[config.mk]
export PLATFORM = sky130hd
export DESIGN_NAME = cla_seq_adder_ctrl
export DESIGN_NICKNAME = d
export VERILOG_FILES = /design/src/rtl/cla_seq_pkg.sv /design/src/rtl/carry_lookahead_adder.sv /design/src/rtl/cla_seq_adder_ctrl.sv
export SDC_FILE = /design/constraint.sdc
export NUM_CORES = 1
export LEC_CHECK = 0
export ABC_AREA = 1
export CORE_MARGIN = 2
export CORE_UTILIZATION = 54
export DETAILED_ROUTE_END_ITERATION = 10
export PLACE_DENSITY_LB_ADDON = 0.05
export SYNTH_ARGS = -nofsm -noshare
export SYNTH_HDL_FRONTEND = slang
export SYNTH_SLANG_ARGS = --single-unit
[constraint.sdc]
create_clock -name clk -period 5.4 [get_ports clk]
set_input_delay 0.81 -clock clk [delete_from_list [all_inputs] [get_ports clk]]
set_output_delay 0.81 -clock clk [all_outputs]
set_load 0.02 [all_outputs]
[src/rtl/cla_seq_pkg.sv]
// Shared definitions for the nibble-serial CLA adder controller.
package cla_seq_pkg;

  // Width of the shared carry-lookahead adder slice.
  localparam int NIBBLE_W = 4;

  // Controller states: waiting for operands, stepping nibbles, holding result.
  typedef enum logic [1:0] {
    IDLE = 2'd0,
    RUN  = 2'd1,
    DONE = 2'd2
  } state_t;

endpackage : cla_seq_pkg

[src/rtl/carry_lookahead_adder.sv]
// 4-bit carry-lookahead adder: all nibble carries come from generate/propagate
// terms in parallel instead of rippling bit by bit.
module carry_lookahead_adder (
  input  logic [3:0] A,
  input  logic [3:0] B,
  input  logic       CIN,
  output logic [3:0] SUM,
  output logic       COUT
);

  logic [3:0] p;
  logic [3:0] g;
  logic [4:0] c;

  assign p = A ^ B;
  assign g = A & B;

  // Each carry is expanded directly from the generate/propagate terms below it.
  assign c[0] = CIN;
  assign c[1] = g[0] | (p[0] & c[0]);
  assign c[2] = g[1] | (p[1] & g[0]) | (p[1] & p[0] & c[0]);
  assign c[3] = g[2] | (p[2] & g[1]) | (p[2] & p[1] & g[0])
              | (p[2] & p[1] & p[0] & c[0]);
  assign c[4] = g[3] | (p[3] & g[2]) | (p[3] & p[2] & g[1])
              | (p[3] & p[2] & p[1] & g[0])
              | (p[3] & p[2] & p[1] & p[0] & c[0]);

  assign SUM  = p ^ c[3:0];
  assign COUT = c[4];

endmodule : carry_lookahead_adder

[src/rtl/cla_seq_adder_ctrl.sv]
// WIDTH-bit adder built by stepping one shared 4-bit CLA across the operands,
// least significant nibble first, with the carry held in a register between
// steps. Operands and results move through valid/ready handshakes.
module cla_seq_adder_ctrl
  import cla_seq_pkg::*;
#(
  parameter int WIDTH = 16
) (
  input  logic             clk,
  input  logic             rst,
  input  logic             in_valid,
  output logic             in_ready,
  input  logic [WIDTH-1:0] a,
  input  logic [WIDTH-1:0] b,
  input  logic             cin,
  output logic             out_valid,
  input  logic             out_ready,
  output logic [WIDTH-1:0] sum,
  output logic             cout,
  output logic             busy
);

  localparam int NIB   = WIDTH / NIBBLE_W;
  localparam int IDX_W = (NIB > 1) ? $clog2(NIB) : 1;
  localparam logic [IDX_W-1:0] LAST_IDX = IDX_W'(NIB - 1);

  // Operand width must split evenly into whole nibbles.
  if (((WIDTH % NIBBLE_W) != 0) || (WIDTH < NIBBLE_W)) begin : g_width_check
    $error("cla_seq_adder_ctrl: WIDTH must be a multiple of 4 and at least 4");
  end

  state_t             state;
  state_t             state_nx;
  logic [IDX_W-1:0]   idx;
  logic               carry_reg;
  logic [WIDTH-1:0]   a_reg;
  logic [WIDTH-1:0]   b_reg;

  logic [NIBBLE_W-1:0] nib_a;
  logic [NIBBLE_W-1:0] nib_b;
  logic [NIBBLE_W-1:0] nib_sum;
  logic                nib_cout;
  logic                accept;
  logic                last_nib;

  // The shared slice always sees the nibble currently selected by idx.
  assign nib_a    = a_reg[idx*NIBBLE_W +: NIBBLE_W];
  assign nib_b    = b_reg[idx*NIBBLE_W +: NIBBLE_W];
  assign accept   = in_valid && in_ready;
  assign last_nib = (idx == LAST_IDX);

  carry_lookahead_adder u_cla (
    .A    (nib_a),
    .B    (nib_b),
    .CIN  (carry_reg),
    .SUM  (nib_sum),
    .COUT (nib_cout)
  );

  // State register; reset wins over any handshake in the same cycle.
  always_ff @(posedge clk) begin
    // NOTE: sequential state uses non-blocking assignments so every register
    // samples pre-edge values and simulation matches the synthesized flops.
    if (rst) begin
      state <= IDLE;
    end else begin
      state <= state_nx;
    end
  end

  // Next-state and handshake outputs, decoded from the current state.
  always_comb begin
    // NOTE: every output gets a default before the case so no path leaves a
    // signal unassigned, which would otherwise infer a latch.
    state_nx  = state;
    in_ready  = 1'b0;
    out_valid = 1'b0;
    busy      = 1'b0;
    case (state)
      IDLE: begin
        in_ready = 1'b1;
        if (in_valid) begin
          state_nx = RUN;
        end
      end
      RUN: begin
        busy = 1'b1;
        if (last_nib) begin
          state_nx = DONE;
        end
      end
      DONE: begin
        busy      = 1'b1;
        out_valid = 1'b1;
        if (out_ready) begin
          state_nx = IDLE;
        end
      end
      default: begin
        state_nx = IDLE;
      end
    endcase
  end

  // Operand capture, nibble stepping and result assembly.
  always_ff @(posedge clk) begin
    if (rst) begin
      idx       <= '0;
      carry_reg <= 1'b0;
      a_reg     <= '0;
      b_reg     <= '0;
      sum       <= '0;
      cout      <= 1'b0;
    end else begin
      case (state)
        IDLE: begin
          if (accept) begin
            a_reg     <= a;
            b_reg     <= b;
            carry_reg <= cin;
            sum       <= '0;
            cout      <= 1'b0;
            idx       <= '0;
          end
        end
        RUN: begin
          sum[idx*NIBBLE_W +: NIBBLE_W] <= nib_sum;
          carry_reg                     <= nib_cout;
          if (last_nib) begin
            cout <= nib_cout;
          end else begin
            idx <= idx + 1'b1;
          end
        end
        DONE: begin
          // Result is held untouched until the consumer takes it.
          if (out_ready) begin
            idx <= '0;
          end
        end
        default: begin
        end
      endcase
    end
  end

endmodule : cla_seq_adder_ctrl
==> impl_metrics.yaml, run 1 <==
sta:
  rsz0062_at_grt: "false"
  tightestPinTransition_ns: 0.903
  fin_tns_setup_ns: 0
  min_period_ns: 3.02
  slew_headroom: 0.397
  hold_viol: 0
  setup_viol: 0
  skew_ns: 0.00469
  slew_violations: 0
  fmax_mhz: 332
  finalCritPeriodShare: 0.559
grt:
  antenna_found_initial: 0
  grt_pass1_vias: 2035
  grt_pass1_wl_mm: 8.94
  track_usage: 0.220
  grt.overflow.total: 0
  grt_max_degree: 37
pwr:
  p_switching_uw: 314
  p_leak_uw: 0.00124
  seq_power_share: 0.481
  switching_share: 0.329
  p_int_uw: 640
  ir_drop_mv: 0.205
  combPwrFrac: 0.276
  power_frac_clock: 0.243
  power_density_nw_per_um2: 304
yosys:
  synth_edf_count: 0
  yosysWarnings: 0
  synth.largest_area_cell: "dfxtp_1"
  syn_area_um2: 2490
  synth_top_area_share: 0.434
  avgSynthCellArea_um2: 7.34
  synth.area.top_cells: "dfxtp_1 43%, nor2_1 14%, o21ai_0 11%"
  seq_area_frac_synth: 0.434
  synth.distinct_cells: 24
  synth_cells: 339
  ys_ff_latch: 54
  synth_nets: 390
  synthArstFlopShare: 0
  ys.flop_type: "dfxtp_1"
clock_tree:
  cts_inserted_buffers: 5
  cts_resized: 0
  clk_latency_ns: 0.31
  cts_htree_levels: 2
  post-cts-setup-buffers: 0
  cts_tree: "built"
  holdBufCountCts: 0
  clockBufferDepth: 2
  root_buffer: "clkbuf_8"
  path_clk_slew_ns: 0.09
  cts_num_sinks: 54
detailed_routing:
  vias: 2325
  drtPass1Iterations: 5
  drtIter0Drc: 76
  routed_wl_mm: 5.38
  wire_per_inst_um: 12.3
  drc: 0
  final_antenna_net_count: 0
  viasPerCell: 5.30
layout:
  finish.cell_count_without_fillers: 439
  n_fill_cell: 404
  nets: 437
  insertedDiodeCount: 0
  post-route-util: 0.717
  drive_above_1_share: 0.0413
  syn_to_final_growth_pct: 26.2
run:
  cap_violations: 0
critical_path:
  crit_fanout: 22
  cp.depth: 13
  cp.arrival_ns: 3.24
  slowest_stage: "dfxtp_1"
  max_stage_delay_ns: 0.77
  worst_setup_path_end_kind: "register"
  crit_required_ns: 5.63
  path_buf_inv: 1
  setup.worst_path.start_class: "register"
  path_cells: "inv_1, nor2_1, o22ai_1, ha_1, nand2_1, nand2_1, nor2_1, nand2_1, nand2_1, nand3_1, nor2_1, nand2_1, a21oi_1"
  crit_family: "simple AND/OR/NAND/NOR gates"
  reg2reg_depth: 13
  path_class: "reg2reg"
  worst_path_most_repeated_cell: "nand2_1"
floorplanning:
  dieHeight_um: 71.9
  rows: 24
  die_w_um: 71.9
  initial_core_util: 0.568
  die_area_um2: 5170
  io_pins: 57
  core-area_um2: 4380
place:
  gp_congestion: 0.865
  portBuffers: 56
  placed_cells: 431
  hpwl_mm: 3.92
worst_hold_path:
  hold_class: "reg2reg"
  hold_depth: 2
run_status:
  run_status: "complete, no violations"
==> stage by stage <==
step	hold WS [ns]	power [uW]	worst slack (ns)	instance area, um2
after global placement	0.452	725	2.57	3050
after detailed placement	0.455	731	2.48	3050
final	0.467	954	2.38	3140
after CTS	0.469	960	2.44	3140
after floorplan	0.449	649	3.23	2490
after global routing	0.489	1010	2.13	3140
==> cells in the final DEF, fill, tap and decap left out, drive strengths merged, types with 2 or more instances in the layout <==
master,netlist,routed
o22ai,9,9
a22oi,3,3
nand4,4,4
a21oi,22,22
clkinv,1,2
dfxtp,54,54
ha,13,13
nand3,10,10
xor2,2,2
nand2,35,35
clkbuf,13,7
o21ai,57,57
nor3,2,2
clkdlybuf4s50,0,56
nor2,94,94
inv,15,15
==> power by group through the flow <==
stage	Sequential, uW	Combinational, uW	Clock [uW]
after floorplan	460	189	0
after global placement	468	257	0
after detailed placement	468	263	0
after CTS	459	264	237
after global routing	463	298	247
final	459	263	232
==> cell families (layout without fill, tap and decap cells) <==
family                   after synthesis  count (layout)  share of synthesized area
adder cells (fa/ha/maj)               14              14                     0.0734
buffers and inverters                 32              80                     0.0497
AO/OA/AOI/OAI                         91              91                      0.195
XOR/XNOR                               2               2                    0.00704
AND/OR/NAND/NOR                      146             146                      0.241
flip-flops                            54              54                      0.434
==> layer usage <==
layer / track usage / share of wire / vias to the layer above
li1: - / - / 1217
met1: 0.271 / 0.45 / 1036
met2: 0.377 / 0.48 / 64
met3: 0.0389 / 0.054 / 8
met4: 0.0964 / 0.018 / 0
met5: 0 / 0 / -
==> path summary, 6_finish.rpt <==
kind,startpoint,end,slack [ns]
max,idx[0],sum[15],2.38
min,sum[7],sum[7],0.47
max reg2reg,idx[0],sum[15],2.38
min reg2reg,sum[7],sum[7],0.47
==> synthesized netlist by cell type, types with 3 or more instances <==
cell type  count
a21oi_1       22
nand2_1       34
nor2_1        92
dfxtp_1       54
nand4_1        4
clkbuf_1      13
nand3_1       10
o21ai_0       53
o22ai_1        9
a22oi_1        3
inv_1         13
buf_2          3
ha_1          13
o21ai_1        3
==> final cells by class <==
type	instances	area [um2]	share of cell area
inverter	16	60.1	0.0191
sequential	54	1080	0.344
timing repair buffer	56	561	0.178
clock buffer	7	86.3	0.0275
multi-input combinational	253	1280	0.409
clock inverter	1	5.00	0.00159
tap	52	65.1	0.0207
==> worst register-to-register path, stage by stage, from the launching register on <==
cell and delay [ns]:
dfxtp_1 0.77, inv_1 0.49, nor2_1 0.25, o22ai_1 0.13, ha_1 0.36, nand2_1 0.09
nand2_1 0.05, nor2_1 0.19, nand2_1 0.08, nand2_1 0.10, nand3_1 0.07, nor2_1 0.15
nand2_1 0.08, a21oi_1 0.13
Note: power is estimated with default switching activity, not from simulation.
==> run 2: changes to the inputs <==
--- a/config.mk
+++ b/config.mk
@@ -7,7 +7,7 @@
 export LEC_CHECK = 0
 export ABC_AREA = 1
 export CORE_MARGIN = 2
-export CORE_UTILIZATION = 54
+export CORE_UTILIZATION = 50
 export DETAILED_ROUTE_END_ITERATION = 10
 export PLACE_DENSITY_LB_ADDON = 0.05
 export SYNTH_ARGS = -nofsm -noshare
==> constraint.sdc (replaced) <==
create_clock -name clk -period 2.95 [get_ports clk]
set_input_delay 0.4425 -clock clk [delete_from_list [all_inputs] [get_ports clk]]
set_output_delay 0.4425 -clock clk [all_outputs]
set_load 0.02 [all_outputs]
==> run 2 against run 1 <==
Register-to-register slack worse by 1.8 ns; critical endpoint is now sum[6]; clock-buffer cell count shrank 1; first-iteration DRC count rose by 51%; fmax grew 28%; largest cell class unchanged; routed wire length rose by 2.9%; sequential cell count unchanged; largest power group unchanged; via count decreased by 0.52%.
==> impl_metrics.yaml, run 2 (same netlist as run 1, synthesis figures left out) <==
sta:
  finalCritPeriodShare: 0.801
  hold_slack_ns: 0.466
  fin_tns_setup_ns: 0
  min_period_ns: 2.36
  skew_ns: 0.00709
  slew_headroom: 0.598
  hold_viol: 0
  setup_viol: 0
  rsz0062_at_grt: "false"
  tightestPinTransition_ns: 0.597
  fmax_mhz: 423
  slew_violations: 0
clock_tree:
  clk_latency_ns: 0.30
  post-cts-setup-buffers: 0
  clockBufferDepth: 2
  cts_inserted_buffers: 5
  cts_tree: "built"
  cts_resized: 0
  path_clk_slew_ns: 0.10
  root_buffer: "clkbuf_8"
  holdBufCountCts: 0
  cts_htree_levels: 2
  cts_num_sinks: 54
place:
  hpwl_mm: 4.21
  portBuffers: 56
  gp_congestion: 0.836
  placed_cells: 450
  place_area_um2: 3100
grt:
  track_usage: 0.216
  grt_pass1_wl_mm: 9.50
  grt.overflow.total: 0
  grt_pass1_vias: 2175
  grt_max_degree: 35
  antenna_found_initial: 0
layout:
  nets: 441
  final_area_um2: 3200
  finish.cell_count_without_fillers: 458
  insertedDiodeCount: 0
  layout_common_cells: "92 x nor2_1, 56 x clkdlybuf4s50_1, 54 x dfxtp_1"
  n_fill_cell: 432
  multi_input_area_um2: 1280
  regArea_um2: 1080
  syn_to_final_growth_pct: 28.3
  final_common_cell: "nor2_1"
  drive_above_1_share: 0.0537
pwr:
  p_leak_uw: 0.00126
  ir_drop_mv: 0.393
  power_density_nw_per_um2: 552
  p_total_uw: 1760
floorplanning:
  die_area_um2: 5560
  die_w_um: 74.6
  rows: 25
  core-area_um2: 4750
  io_pins: 57
  dieHeight_um: 74.6
  initial_core_util: 0.524
detailed_routing:
  wire_per_inst_um: 12.1
  drc: 0
  drtIter0Drc: 115
  viasPerCell: 5.05
  drtPass1Iterations: 4
  vias: 2313
  final_antenna_net_count: 0
  routed_wl_mm: 5.54
critical_path:
  path_cells: "inv_1, o21ai_0, o22ai_1, ha_1, nand3_1, nand2_1, xor2_1, nand4_1, a21oi_1"
  path_class: "reg2reg"
  max_stage_delay_ns: 0.44
  cp.arrival_ns: 2.61
  crit_required_ns: 3.19
  slowest_stage: "inv_1"
  setup.worst_path.start_class: "register"
  crit_fanout: 22
  crit_family: "compound AO/OA/AOI/OAI gates"
  path_buf_inv: 1
  worst_setup_path_end_kind: "register"
worst_hold_path:
  hold_class: "reg2reg"
run_status:
  run_status: "complete, no violations"
run:
  cap_violations: 0
-- run 2: cell count changes in the layout (fill, tap and decap cells not counted), sizes merged --
cell | previous run | this run
buf | 0 | 4
clkinvlp | 0 | 1
clkbuf | 7 | 6
-- run 2: worst min-delay path, delay by kind of cell, from the launching register on --
family             cells  cell delay [ns]
DFF                    1             0.32
and+or+nand+nor        1             0.06
AOI/OAI and AO/OA      1             0.05
-- run 2: power by group --
group / internal [uW] / switching (uW) / total (uW)
combinational: 196 / 307 / 502
sequential: 792 / 40.7 / 833
clock: 189 / 239 / 428
-- run 2: worst paths after layout --
kind	start	to	cells after the start	slack [ns]
max	idx[0]	sum[6]	9	0.59
min	sum[8]	sum[8]	2	0.47
max reg2reg	idx[0]	sum[6]	9	0.59
min reg2reg	sum[8]	sum[8]	2	0.47
-- run 2: final cells by class --
class / instances / area share
clock inverter: 2 / 0.00392
clock buffer: 6 / 0.0258
sequential: 54 / 0.338
inverter: 16 / 0.0188
tap: 67 / 0.0262
timing repair buffer: 60 / 0.185
multi-input combinational: 253 / 0.402
-- run 2: through the flow --
step	utilization	setup WS, ns
3_3_place_gp	0.652	0.689
2_1_floorplan	-	0.783
3_5_place_dp	0.652	0.631
5_1_grt	0.672	0.264
4_1_cts	0.672	0.601
6_report	0.672	0.587
-- run 2: layer usage --
layer  routed length (um)  track usage  share of wire
met5                    0            0              0
met4                  119       0.0635          0.021
met3                  208       0.0366          0.038
met2                 2640        0.375           0.48
met1                 2570        0.277           0.46
==> run 3: changes to the inputs <==
--- a/config.mk
+++ b/config.mk
@@ -7,7 +7,7 @@
 export LEC_CHECK = 0
 export ABC_AREA = 1
 export CORE_MARGIN = 2
-export CORE_UTILIZATION = 50
+export CORE_UTILIZATION = 45
 export DETAILED_ROUTE_END_ITERATION = 10
 export PLACE_DENSITY_LB_ADDON = 0.05
 export SYNTH_ARGS = -nofsm -noshare
==> constraint.sdc (replaced) <==
create_clock -name clk -period 2.1 [get_ports clk]
set_input_delay 0.315 -clock clk [delete_from_list [all_inputs] [get_ports clk]]
set_output_delay 0.315 -clock clk [all_outputs]
set_load 0.02 [all_outputs]
==> run 3 against run 2 <==
Critical path depth up 5; clock skew grew 0.0033 ns; first-iteration DRC count is 24% lower; routed wire length is 3.6% higher; via count is 3.3% higher; global-route usage shrank 2.4 points; register-to-register slack got worse by 0.48 ns; clock power increased by 64%; critical endpoint is now sum[15]; largest power group unchanged.
==> impl_metrics.yaml, run 3 (same netlist as run 1, synthesis figures left out) <==
run_status:
  run_status: "complete, no violations"
clock_tree:
  cts_num_sinks: 54
  cts_htree_levels: 2
  clockBufferDepth: 2
  holdBufCountCts: 0
  cts_inserted_buffers: 5
  root_buffer: "clkbuf_8"
  path_clk_slew_ns: 0.10
  cts_tree: "built"
  clk_latency_ns: 0.30
worst_hold_path:
  hold_class: "reg2reg"
  hp-start: "sum[3]"
detailed_routing:
  final_antenna_net_count: 0
  drtPass1Iterations: 4
  wire_per_inst_um: 12.1
  routed_wl_mm: 5.74
  drtIter0Drc: 87
  drc: 0
  vias: 2389
  viasPerCell: 5.03
sta:
  fmax_mhz: 503
  hold_slack_ns: 0.468
  fin_ws_ns: 0.111
  tightestPinTransition_ns: 0.494
  min_period_ns: 1.99
  hold_viol: 0
  setup_viol: 0
  slew_violations: 0
  rsz0062_at_grt: "true"
  slew_headroom: 0.667
  skew_ns: 0.0104
  finalCritPeriodShare: 0.947
layout:
  nets: 454
  final_common_cell: "nor2_1"
  syn_to_final_growth_pct: 37.7
  insertedDiodeCount: 0
  final_area_um2: 3430
  layout_common_cells: "89 x nor2_1, 55 x clkdlybuf4s50_1, 52 x dfxtp_1"
  drive_above_1_share: 0.141
  post-route-util: 0.631
floorplanning:
  die_w_um: 78.4
  core-area_um2: 5440
  initial_core_util: 0.458
  dieHeight_um: 78.4
  die_area_um2: 6140
  rows: 27
  io_pins: 57
critical_path:
  path_class: "reg2reg"
  setup.worst_path.start_class: "register"
  worstReg2RegStart: "idx[0]"
  cp.arrival_ns: 2.24
  crit_fanout: 6
  crit_start: "idx[0]"
  reg2reg_slack_ns: 0.11
  worst_setup_path_end_kind: "register"
  crit_required_ns: 2.35
place:
  place_area_um2: 3160
  portBuffers: 56
  hpwl_mm: 4.31
  dp_slack_ns: -0.0686
  gp_congestion: 0.890
grt:
  grt_max_degree: 34
  grt.overflow.total: 0
  antenna_found_initial: 0
  grt_pass1_vias: 2084
  grt_pass1_wl_mm: 9.43
  track_usage: 0.192
run:
  cap_violations: 0
pwr:
  ir_drop_mv: 0.343
  p_leak_uw: 0.00136
  power_density_nw_per_um2: 797
[run 3: layout make-up]
| class | count | area [um2] |
|---|---|---|
| Timing Repair Buffer | 73 | 702 |
| Fill cell | 517 | 2010 |
| Sequential cell | 54 | 1090 |
| Clock inverter | 1 | 30.0 |
| Inverter | 16 | 63.8 |
| Clock buffer | 6 | 82.6 |
| Multi-Input combinational cell | 253 | 1380 |
| Tap cell | 72 | 90.1 |
[run 3: path summary, 6_finish.rpt]
check	to	cells past startpoint
hold / removal	sum[3]	2
setup / recovery	sum[15]	14
hold reg to reg	sum[3]	2
setup reg to reg	sum[15]	14
[run 3: power breakdown]
| group | internal, uW | total [uW] | switching [uW] | leakage [uW] |
|---|---|---|---|---|
| logic | 375 | 858 | 483 | 0.000858 |
| registers | 1110 | 1170 | 61.0 | 0.000445 |
| clock network | 382 | 701 | 319 | 0.0000573 |
[run 3: layer usage]
layer | vias up | share of wire | global-route usage
met5 | - | 0 | 0
met3 | 8 | 0.038 | 0.0368
met2 | 62 | 0.50 | 0.348
met4 | 0 | 0.013 | 0.0474
met1 | 1063 | 0.44 | 0.235
li1 | 1256 | - | -
[run 3: repair_timing]
| action | 4_1_cts | 5_1_grt |
|---|---|---|
| setup buffers | 0 | 5 |
| pin swaps | 0 | 14 |
| setup endpoints to repair | 3 | 13 |
| gates cloned | 0 | 1 |
| resized for setup | 2 | 40 |
[run 3: per-stage QoR]
step / TNS [ns] / power, uW / std cells
after global placement: -0.0272 / 1920 / 462
after CTS: -0.00108 / 2630 / 469
after global routing: -0.130 / 2890 / 475
after floorplan: 0 / 1670 / 339
after detailed placement: -0.0910 / 1930 / 462
final: 0 / 2730 / 475
[run 3: critical path: stages, from the launching register on]
cell	delay, ns
dfxtp_2	0.36
inv_2	0.05
buf_4	0.15
o21ai_1	0.12
o22ai_1	0.08
ha_1	0.36
nand2_1	0.09
nor2_2	0.05
nor2_4	0.14
nand2_2	0.06
nand2_2	0.09
nand3_2	0.06
nor2_2	0.13
nand2_1	0.07
a21oi_2	0.12
